--- config.mk ---
export PLATFORM = sky130hd
export DESIGN_NAME = sa_cache_refill_flat
export DESIGN_NICKNAME = d
export VERILOG_FILES = /design/src/rtl/sa_cache_pkg.sv /design/src/rtl/sa_cache_refill_if.sv /design/src/rtl/sa_cache_refill.sv /design/src/flat_wrapper.sv
export SDC_FILE = /design/constraint.sdc
export NUM_CORES = 1
export LEC_CHECK = 0
export ABC_CLOCK_PERIOD_IN_PS = 3500
export CORE_UTILIZATION = 47
export DETAILED_ROUTE_END_ITERATION = 6
export PLACE_DENSITY = 0.89
export SKIP_CTS_REPAIR_TIMING = 1
export SKIP_LAST_GASP = 1
export SLEW_MARGIN = 5
export SYNTH_ARGS = -nofsm -noshare
export SYNTH_HDL_FRONTEND = slang
export SYNTH_SLANG_ARGS = --single-unit
--- constraint.sdc ---
create_clock -name clk -period 3.5 [get_ports clk]
set_clock_uncertainty 0.05 [all_clocks]
set_input_delay 0.7 -clock clk [delete_from_list [all_inputs] [get_ports clk]]
set_output_delay 0.7 -clock clk [all_outputs]
set_load 0.01 [all_outputs]
--- src/rtl/sa_cache_pkg.sv ---
// sa_cache_pkg: line geometry, refill FSM states and line alignment shared with sa_cache
package sa_cache_pkg;
    localparam int ADDR_W = 32;
    localparam int DATA_W = 32;
    localparam int WORDS  = 4;
    localparam int LINE_W = DATA_W * WORDS;
    localparam int OFF_W  = $clog2(WORDS * DATA_W / 8);
    localparam int CNT_W  = $clog2(WORDS);

    typedef enum logic [2:0] {IDLE, WB, RD_REQ, RD_WAIT, FILL} refill_state_t;

    function automatic logic [ADDR_W-1:0] line_align(input logic [ADDR_W-1:0] addr);
        return {addr[ADDR_W-1:OFF_W], {OFF_W{1'b0}}};
    endfunction
endpackage

--- src/rtl/sa_cache_refill_if.sv ---
// sa_cache_refill_if: miss, memory and fill channels around the refill engine
interface sa_cache_refill_if;
    import sa_cache_pkg::*;
    logic              miss_valid;
    logic              miss_ready;
    logic [ADDR_W-1:0] miss_addr;
    logic              miss_dirty;
    logic [ADDR_W-1:0] victim_addr;
    logic [LINE_W-1:0] victim_data;
    logic              mem_req_valid;
    logic              mem_req_ready;
    logic              mem_we;
    logic [ADDR_W-1:0] mem_addr;
    logic [DATA_W-1:0] mem_wdata;
    logic              mem_rvalid;
    logic [DATA_W-1:0] mem_rdata;
    logic              fill_valid;
    logic [ADDR_W-1:0] fill_addr;
    logic [LINE_W-1:0] fill_data;

    // refill engine view: consumes misses, masters memory, produces fills
    modport master (
        input  miss_valid, miss_addr, miss_dirty, victim_addr, victim_data,
               mem_req_ready, mem_rvalid, mem_rdata,
        output miss_ready, mem_req_valid, mem_we, mem_addr, mem_wdata,
               fill_valid, fill_addr, fill_data
    );

    // cache plus memory view
    modport slave (
        output miss_valid, miss_addr, miss_dirty, victim_addr, victim_data,
               mem_req_ready, mem_rvalid, mem_rdata,
        input  miss_ready, mem_req_valid, mem_we, mem_addr, mem_wdata,
               fill_valid, fill_addr, fill_data
    );
endinterface

--- src/rtl/sa_cache_refill.sv ---
// sa_cache_refill: one miss at a time, optional victim writeback, word-by-word line fetch, single-cycle fill
module sa_cache_refill
    import sa_cache_pkg::*;
(
    input  logic              clk,
    input  logic              rst,
    sa_cache_refill_if.master bus
);
    localparam logic [ADDR_W-1:0] WORD_BYTES = ADDR_W'(DATA_W / 8);
    localparam logic [CNT_W-1:0]  LAST       = CNT_W'(WORDS - 1);

    refill_state_t     state_q, state_d;
    logic [CNT_W-1:0]  cnt_q, cnt_d;
    logic [ADDR_W-1:0] miss_base_q, victim_base_q, word_off;
    logic [LINE_W-1:0] victim_q, buf_q;
    logic              accept, req_hs, last_word;

    assign accept    = bus.miss_valid & bus.miss_ready;
    assign req_hs    = bus.mem_req_valid & bus.mem_req_ready;
    assign last_word = (cnt_q == LAST);
    assign word_off  = ADDR_W'(cnt_q) * WORD_BYTES;

    // every output is decoded from registered state only, and forced to zero outside its state
    assign bus.miss_ready    = (state_q == IDLE);
    assign bus.mem_req_valid = (state_q == WB) || (state_q == RD_REQ);
    assign bus.mem_we        = (state_q == WB);
    assign bus.mem_addr      = (state_q == WB) ? victim_base_q + word_off :
                               (state_q == RD_REQ) ? miss_base_q + word_off : '0;
    assign bus.mem_wdata     = (state_q == WB) ? victim_q[DATA_W*cnt_q +: DATA_W] : '0;
    assign bus.fill_valid    = (state_q == FILL);
    assign bus.fill_addr     = (state_q == FILL) ? miss_base_q : '0;
    assign bus.fill_data     = (state_q == FILL) ? buf_q : '0;

    // next state and word counter; only one memory transaction is ever outstanding
    always_comb begin
        state_d = state_q;
        cnt_d   = cnt_q;
        unique case (state_q)
            IDLE: if (accept) begin
                state_d = bus.miss_dirty ? WB : RD_REQ;
                cnt_d   = '0;
            end
            WB: if (req_hs) begin
                state_d = last_word ? RD_REQ : WB;
                cnt_d   = last_word ? '0 : cnt_q + 1'b1;
            end
            RD_REQ: if (req_hs) state_d = RD_WAIT;
            RD_WAIT: if (bus.mem_rvalid) begin
                state_d = last_word ? FILL : RD_REQ;
                cnt_d   = last_word ? cnt_q : cnt_q + 1'b1;
            end
            FILL: state_d = IDLE;
            default: state_d = IDLE;
        endcase
    end

    // state, counter, request latch at acceptance and read buffer assembly
    always_ff @(posedge clk) begin
        if (rst) begin
            state_q       <= IDLE;
            cnt_q         <= '0;
            miss_base_q   <= '0;
            victim_base_q <= '0;
            victim_q      <= '0;
            buf_q         <= '0;
        end else begin
            state_q <= state_d;
            cnt_q   <= cnt_d;
            if (accept) begin
                miss_base_q   <= line_align(bus.miss_addr);
                victim_base_q <= line_align(bus.victim_addr);
                victim_q      <= bus.victim_data;
            end
            if (state_q == RD_WAIT && bus.mem_rvalid)
                buf_q[DATA_W*cnt_q +: DATA_W] <= bus.mem_rdata;
        end
    end
endmodule

--- src/flat_wrapper.sv ---
// flat-port wrapper written by rule: the top's interface ports become plain ports
module sa_cache_refill_flat import sa_cache_pkg::*;
  (clk, rst, bus_miss_valid, bus_miss_addr, bus_miss_dirty, bus_victim_addr, bus_victim_data, bus_mem_req_ready, bus_mem_rvalid, bus_mem_rdata, bus_miss_ready, bus_mem_req_valid, bus_mem_we, bus_mem_addr, bus_mem_wdata, bus_fill_valid, bus_fill_addr, bus_fill_data);
  sa_cache_refill_if bus_i ();
  input  logic clk;
  input  logic rst;
  input wire logic [$bits(bus_i.miss_valid)-1:0] bus_miss_valid;
  input wire logic [$bits(bus_i.miss_addr)-1:0] bus_miss_addr;
  input wire logic [$bits(bus_i.miss_dirty)-1:0] bus_miss_dirty;
  input wire logic [$bits(bus_i.victim_addr)-1:0] bus_victim_addr;
  input wire logic [$bits(bus_i.victim_data)-1:0] bus_victim_data;
  input wire logic [$bits(bus_i.mem_req_ready)-1:0] bus_mem_req_ready;
  input wire logic [$bits(bus_i.mem_rvalid)-1:0] bus_mem_rvalid;
  input wire logic [$bits(bus_i.mem_rdata)-1:0] bus_mem_rdata;
  output wire logic [$bits(bus_i.miss_ready)-1:0] bus_miss_ready;
  output wire logic [$bits(bus_i.mem_req_valid)-1:0] bus_mem_req_valid;
  output wire logic [$bits(bus_i.mem_we)-1:0] bus_mem_we;
  output wire logic [$bits(bus_i.mem_addr)-1:0] bus_mem_addr;
  output wire logic [$bits(bus_i.mem_wdata)-1:0] bus_mem_wdata;
  output wire logic [$bits(bus_i.fill_valid)-1:0] bus_fill_valid;
  output wire logic [$bits(bus_i.fill_addr)-1:0] bus_fill_addr;
  output wire logic [$bits(bus_i.fill_data)-1:0] bus_fill_data;
  assign bus_i.miss_valid = bus_miss_valid;
  assign bus_i.miss_addr = bus_miss_addr;
  assign bus_i.miss_dirty = bus_miss_dirty;
  assign bus_i.victim_addr = bus_victim_addr;
  assign bus_i.victim_data = bus_victim_data;
  assign bus_i.mem_req_ready = bus_mem_req_ready;
  assign bus_i.mem_rvalid = bus_mem_rvalid;
  assign bus_i.mem_rdata = bus_mem_rdata;
  assign bus_miss_ready = bus_i.miss_ready;
  assign bus_mem_req_valid = bus_i.mem_req_valid;
  assign bus_mem_we = bus_i.mem_we;
  assign bus_mem_addr = bus_i.mem_addr;
  assign bus_mem_wdata = bus_i.mem_wdata;
  assign bus_fill_valid = bus_i.fill_valid;
  assign bus_fill_addr = bus_i.fill_addr;
  assign bus_fill_data = bus_i.fill_data;
  sa_cache_refill u_core (.clk(clk), .rst(rst), .bus(bus_i));
endmodule
== Yosys cells after proc, flatten, opt, wreduce, memory -nomap -nowiden ==
Index checks and enable logic that the tools add are counted.

* Register bits after elaboration: 317
* Input port bits: 230
* Output and inout port bits: 228

* Equality and inequality tests: 10
* Bitwise logic cells: 2
* Multiplexer cells: 20
* Reductions and logical operators: 6
* Shift-type cells: 3
* Add/subtract/negate cells: 4

{| class="wikitable"
|+ Operators with widths
! kind !! number
|-
| bitwise mux 128 bit || 1
|-
| two-way mux 128 bit || 1
|-
| two-way mux 32 bit || 4
|-
| variable shift 32 x 34 -> 128 bit, first input constant || 1
|-
| variable part select 128 x 8 -> 32 bit || 1
|-
| variable part select 32 x 34 -> 128 bit || 1
|-
| adder 32 x 4 -> 32 bit || 2
|-
| negation 7 -> 34 bit || 1
|-
| two-way mux 3 bit || 5
|-
| two-way mux 2 bit || 7
|-
| case mux 3 bit (4 select lines) || 1
|-
| equality test 3 x 2 -> 1 bit, second input constant || 2
|-
| inequality test 2 bit, second input constant || 3
|-
| case mux 2 bit (3 select lines) || 1
|-
| AND reduction 5 bit || 1
|-
| inequality test 2 x 1 -> 1 bit, second input constant || 2
|-
| AND reduction 4 bit || 1
|-
| equality test 3 x 1 -> 1 bit, second input constant || 1
|-
| equality test 3 bit, second input constant || 1
|-
| logical NOT 3 bit || 1
|-
| nonzero test 3 bit || 1
|-
| adder 2 x 1 -> 2 bit, second input constant || 1
|-
| AND 1 bit || 2
|-
| equality test 2 bit, second input constant || 1
|-
| other kinds (2) || 2
|}

== Longest topological paths before layout ==
* Word-level depth: 5
* Depth in mapped cells: 9
* Mapped depth without buffers: 5

== Least setup slack after synthesis ==
Ideal clock, no wire load.

* Path type: register to register
* Start: reg u_core.cnt_q[1]
* End: reg u_core.buf_q[3]
* Setup slack: 1082 ps
* Cell stages (with the launch flop): 9
* Data required time: 3381 ps
* Arrival time: 2299 ps
* Cell sequence: dfxtp_1 clkbuf_1 buf_1 inv_1 ha_1 nor4b_2 clkbuf_1 nand4_1 o21ai_1

* Word-level cells in the longest chain between the ends: 3
* Elaborated cells between the ends (all ways): 4

{| class="wikitable"
|+ Ends and longest elaborated chain
! item !! RTL line !! RTL
|-
| from (decl) || sa_cache_refill.sv:13 || <nowiki>logic [CNT_W-1:0] cnt_q, cnt_d;</nowiki>
|-
| from (signal assigned) || sa_cache_refill.sv:68 || <nowiki>cnt_q <= cnt_d;</nowiki>
|-
| negation 7 -> 34 bit * || sa_cache_refill.sv:75 || <nowiki>buf_q[DATA_W*cnt_q +: DATA_W] <= bus.mem_rdata;</nowiki>
|-
| variable part select 32 x 34 -> 128 bit / variable shift 32 x 34 -> 128 bit (equally long branches) || sa_cache_refill.sv:75 ||
|-
| bitwise mux 128 bit * || sa_cache_refill.sv:75 ||
|-
| to (signal, indexed assignment) || sa_cache_refill.sv:75 ||
|-
| to (decl) || sa_cache_refill.sv:15 || <nowiki>logic [LINE_W-1:0] victim_q, buf_q;</nowiki>
|}

Mark *: on every way between the ends. The rest lies on a longest branch, timed or not.
A chain may end at the register's enable or synchronous reset.

== Final worst setup path ==
* Start: reg u_core.state_q[1]
* End: out bus_mem_addr[4]

* Word-level cells in the longest chain between the ends: 3
* Elaborated cells between the ends (all ways): 4

{| class="wikitable"
|+ Ends and longest elaborated chain
! item !! RTL line !! RTL
|-
| from (decl) || sa_cache_refill.sv:12 || <nowiki>refill_state_t state_q, state_d;</nowiki>
|-
| from (signal assigned) || sa_cache_refill.sv:67 || <nowiki>state_q <= state_d;</nowiki>
|-
| equality test 3 x 2 -> 1 bit || sa_cache_refill.sv:28 || <nowiki>(state_q == RD_REQ) ? miss_base_q + word_off : '0;</nowiki>
|-
| two-way mux 32 bit || sa_cache_refill.sv:28 ||
|-
| two-way mux 32 bit * || sa_cache_refill.sv:27 || <nowiki>assign bus.mem_addr = (state_q == WB) ? victim_base_q + word_off :</nowiki>
|-
| to (decl) || flat_wrapper.sv:18 || <nowiki>output wire logic [$bits(bus_i.mem_addr)-1:0] bus_mem_addr;</nowiki>
|}

Marks and branches as above.

==> qor.yml <==
fin_cells: 2495
synthTopCellsByArea: "dfxtp_1, nand2_1, a21oi_1"
cts-buffers-inserted: 35
place_area_um2: 18900
worstSetupEndpointType: "output port"
cts.sinks: 317
start_kind: "register"
synthFlopType: "dfxtp_1"
initialDrtViolationCount: 1728
synth_cells: 1742
yosys_warnings: 0
fmax_mhz: 294
outcome: "finished, final reports clean"
root_buffer: "clkbuf_16"
worstPathArrival_ns: 2.65
final_cell_area_um2: 20000
timing.final.crit_share_pct: 97.0
wire_per_inst_um: 19.0
synth-edff-count: 0
whs_ns: 0.401
hpwl_mm: 31.2
layout.nets: 2316
wirelength_mm: 47.4
die_area_um2: 31300
core_area_um2: 29900
ir_drop_uv: 501
pre_cts_slack_ns: 0.575
port_buffers: 443
antenna_found_initial: 7
grt_max_degree: 146
power_density_nw_per_um2: 545
yosys_register_bits: 317
synth_top_area_share_pct: 44.1
setup_violations: 0
grt_pass1_vias: 13900
drc_errors: 0
syn_area_um2: 14400
leakage_nw: 7.05
die_x_um: 177
synth_cell_types: 46
gp_congestion: 0.853
io_pins: 458
die_h_um: 177
async_flop_share_pct: 0
numPlacedInstances: 2433
nFillCells: 2237
path_class: "reg -> out"
rsz0062_at_grt: "false"
areaGrowthSynthToFinish_pct: 39.2
grt_pass1_wl_mm: 72.9
cts_max_level: 2
finalHoldViolCount: 0
drtPass1Iterations: 6
drive_above_1_share_pct: 6.76
final_max_slew_viol_count: 0
hold_path_class: "reg -> reg"
start_util_pct: 48.2
viasPerCell: 5.76
total_power_mw: 10.9
synth_commonest_cells: "nand2_1, dfxtp_1, a21oi_1, and2_1, nand4_1"
timing.final.crit_period_ns: 3.40
tightest_slew_ns: 1.00
syn_avg_cell_area_um2: 8.26
cp_max_fo: 31
setup_slack_ns: 0.103
vias: 14400
post-synth-top-count-cell: "nand2_1"
clock_path_buffers: 3
ant_nets: 0
grt_use_total_pct: 29.1
seq_area_frac_synth_pct: 44.1
slew_headroom_pct: 33.0
num_rows: 63
max_cap_violations: 0
gr-total-overflow: 0
cts_tree: "done"
clkLatencyLatePin_ns: 0.51
required_ns: 2.75
clk_pin_slew_worst_paths_ns: 0.06
yosysTopAreaCell: "dfxtp_1"
==> worst max-delay path, stage by stage, from the launching register on <==
cell	delay, ns
dfxtp_1	0.64
nor3b_2	0.25
buf_4	0.39
a22o_1	0.26
clkdlybuf4s50_1	0.56
==> logic make-up after synthesis <==
family,Yosys count,share of synthesized area [%]
other,1,0.0261
muxes,36,5.30
xor gates and xnor gates,2,0.122
and+or+nand+nor,780,28.1
buffers and inverters,187,6.56
adders and majority gates,6,0.522
DFF,317,44.1
AOI/OAI and AO/OA,413,15.3
==> state kept, by name, summed over array words and instances (netlist names) <==
name	cells
u_core.buf_q	128
u_core.cnt_q	2
u_core.miss_base_q	28
u_core.state_q	3
u_core.victim_base_q	28
u_core.victim_q	128
==> cell type report <==
| class | instances | area (µm²) | share of cell area [%] |
|---|---|---|---|
| diodes | 5 | 12.5 | 0.0625 |
| clock buffers | 50 | 1010 | 5.06 |
| clock inverters | 7 | 108 | 0.537 |
| inverters | 4 | 15.0 | 0.0750 |
| multi-input cells | 1243 | 7170 | 35.8 |
| flip-flops and latches | 317 | 6350 | 31.7 |
| well taps | 390 | 488 | 2.44 |
| repair buffers | 479 | 4870 | 24.3 |
==> power by group <==
| group | internal (mW) | switching (mW) | leakage [nW] |
|---|---|---|---|
| Sequential | 4.05 | 0.285 | 2.58 |
| Combinational | 1.25 | 1.70 | 3.92 |
| Clock | 2.16 | 1.48 | 0.549 |
==> metal layers <==
| metal | vias to the layer above | wire length (µm) | track usage, % |
|---|---|---|---|
| met5 | - | 0 | 0 |
| met4 | 0 | 2690 | 16.5 |
| met3 | 164 | 4740 | 7.75 |
| met2 | 882 | 22400 | 48.2 |
| met1 | 6711 | 17600 | 33.9 |
| li1 | 6618 | - | - |
==> stage by stage <==
step | util, % | TNS [ns]
finish | 67.1 | 0
global route | 67.1 | 0
CTS | 67.0 | -0.00731
detailed placement | 63.3 | 0
global placement | 63.3 | 0
floorplan | - | 0
==> path summary, 6_finish.rpt <==
path         slack (ns)                start                  end  depth (start not counted)
max                0.10    u_core.state_q[1]      bus_mem_addr[4]                          4
min                0.40  u_core.victim_q[90]  u_core.victim_q[90]                          2
max reg2reg        0.97    u_core.state_q[1]     u_core.buf_q[46]                          6
min reg2reg        0.40  u_core.victim_q[90]  u_core.victim_q[90]                          2
==> cells in the final DEF, fill, tap and decap left out, types with 4 or more instances in the layout <==
cell type        count
clkdlybuf4s50_1    442
nand2_1            361
dfxtp_1            314
a21oi_1            248
and2_1             190
nand4_1            128
o21ai_0             99
nand2b_1            68
clkbuf_16           36
mux4_2              32
o21ai_1             30
a22o_1              28
buf_4               23
buf_12              13
nand2_2              8
clkbuf_1             8
clkbuf_8             7
ha_1                 6
conb_1               6
diode_2              5
inv_1                4
No activity file was read; power rests on OpenSTA's default activity.
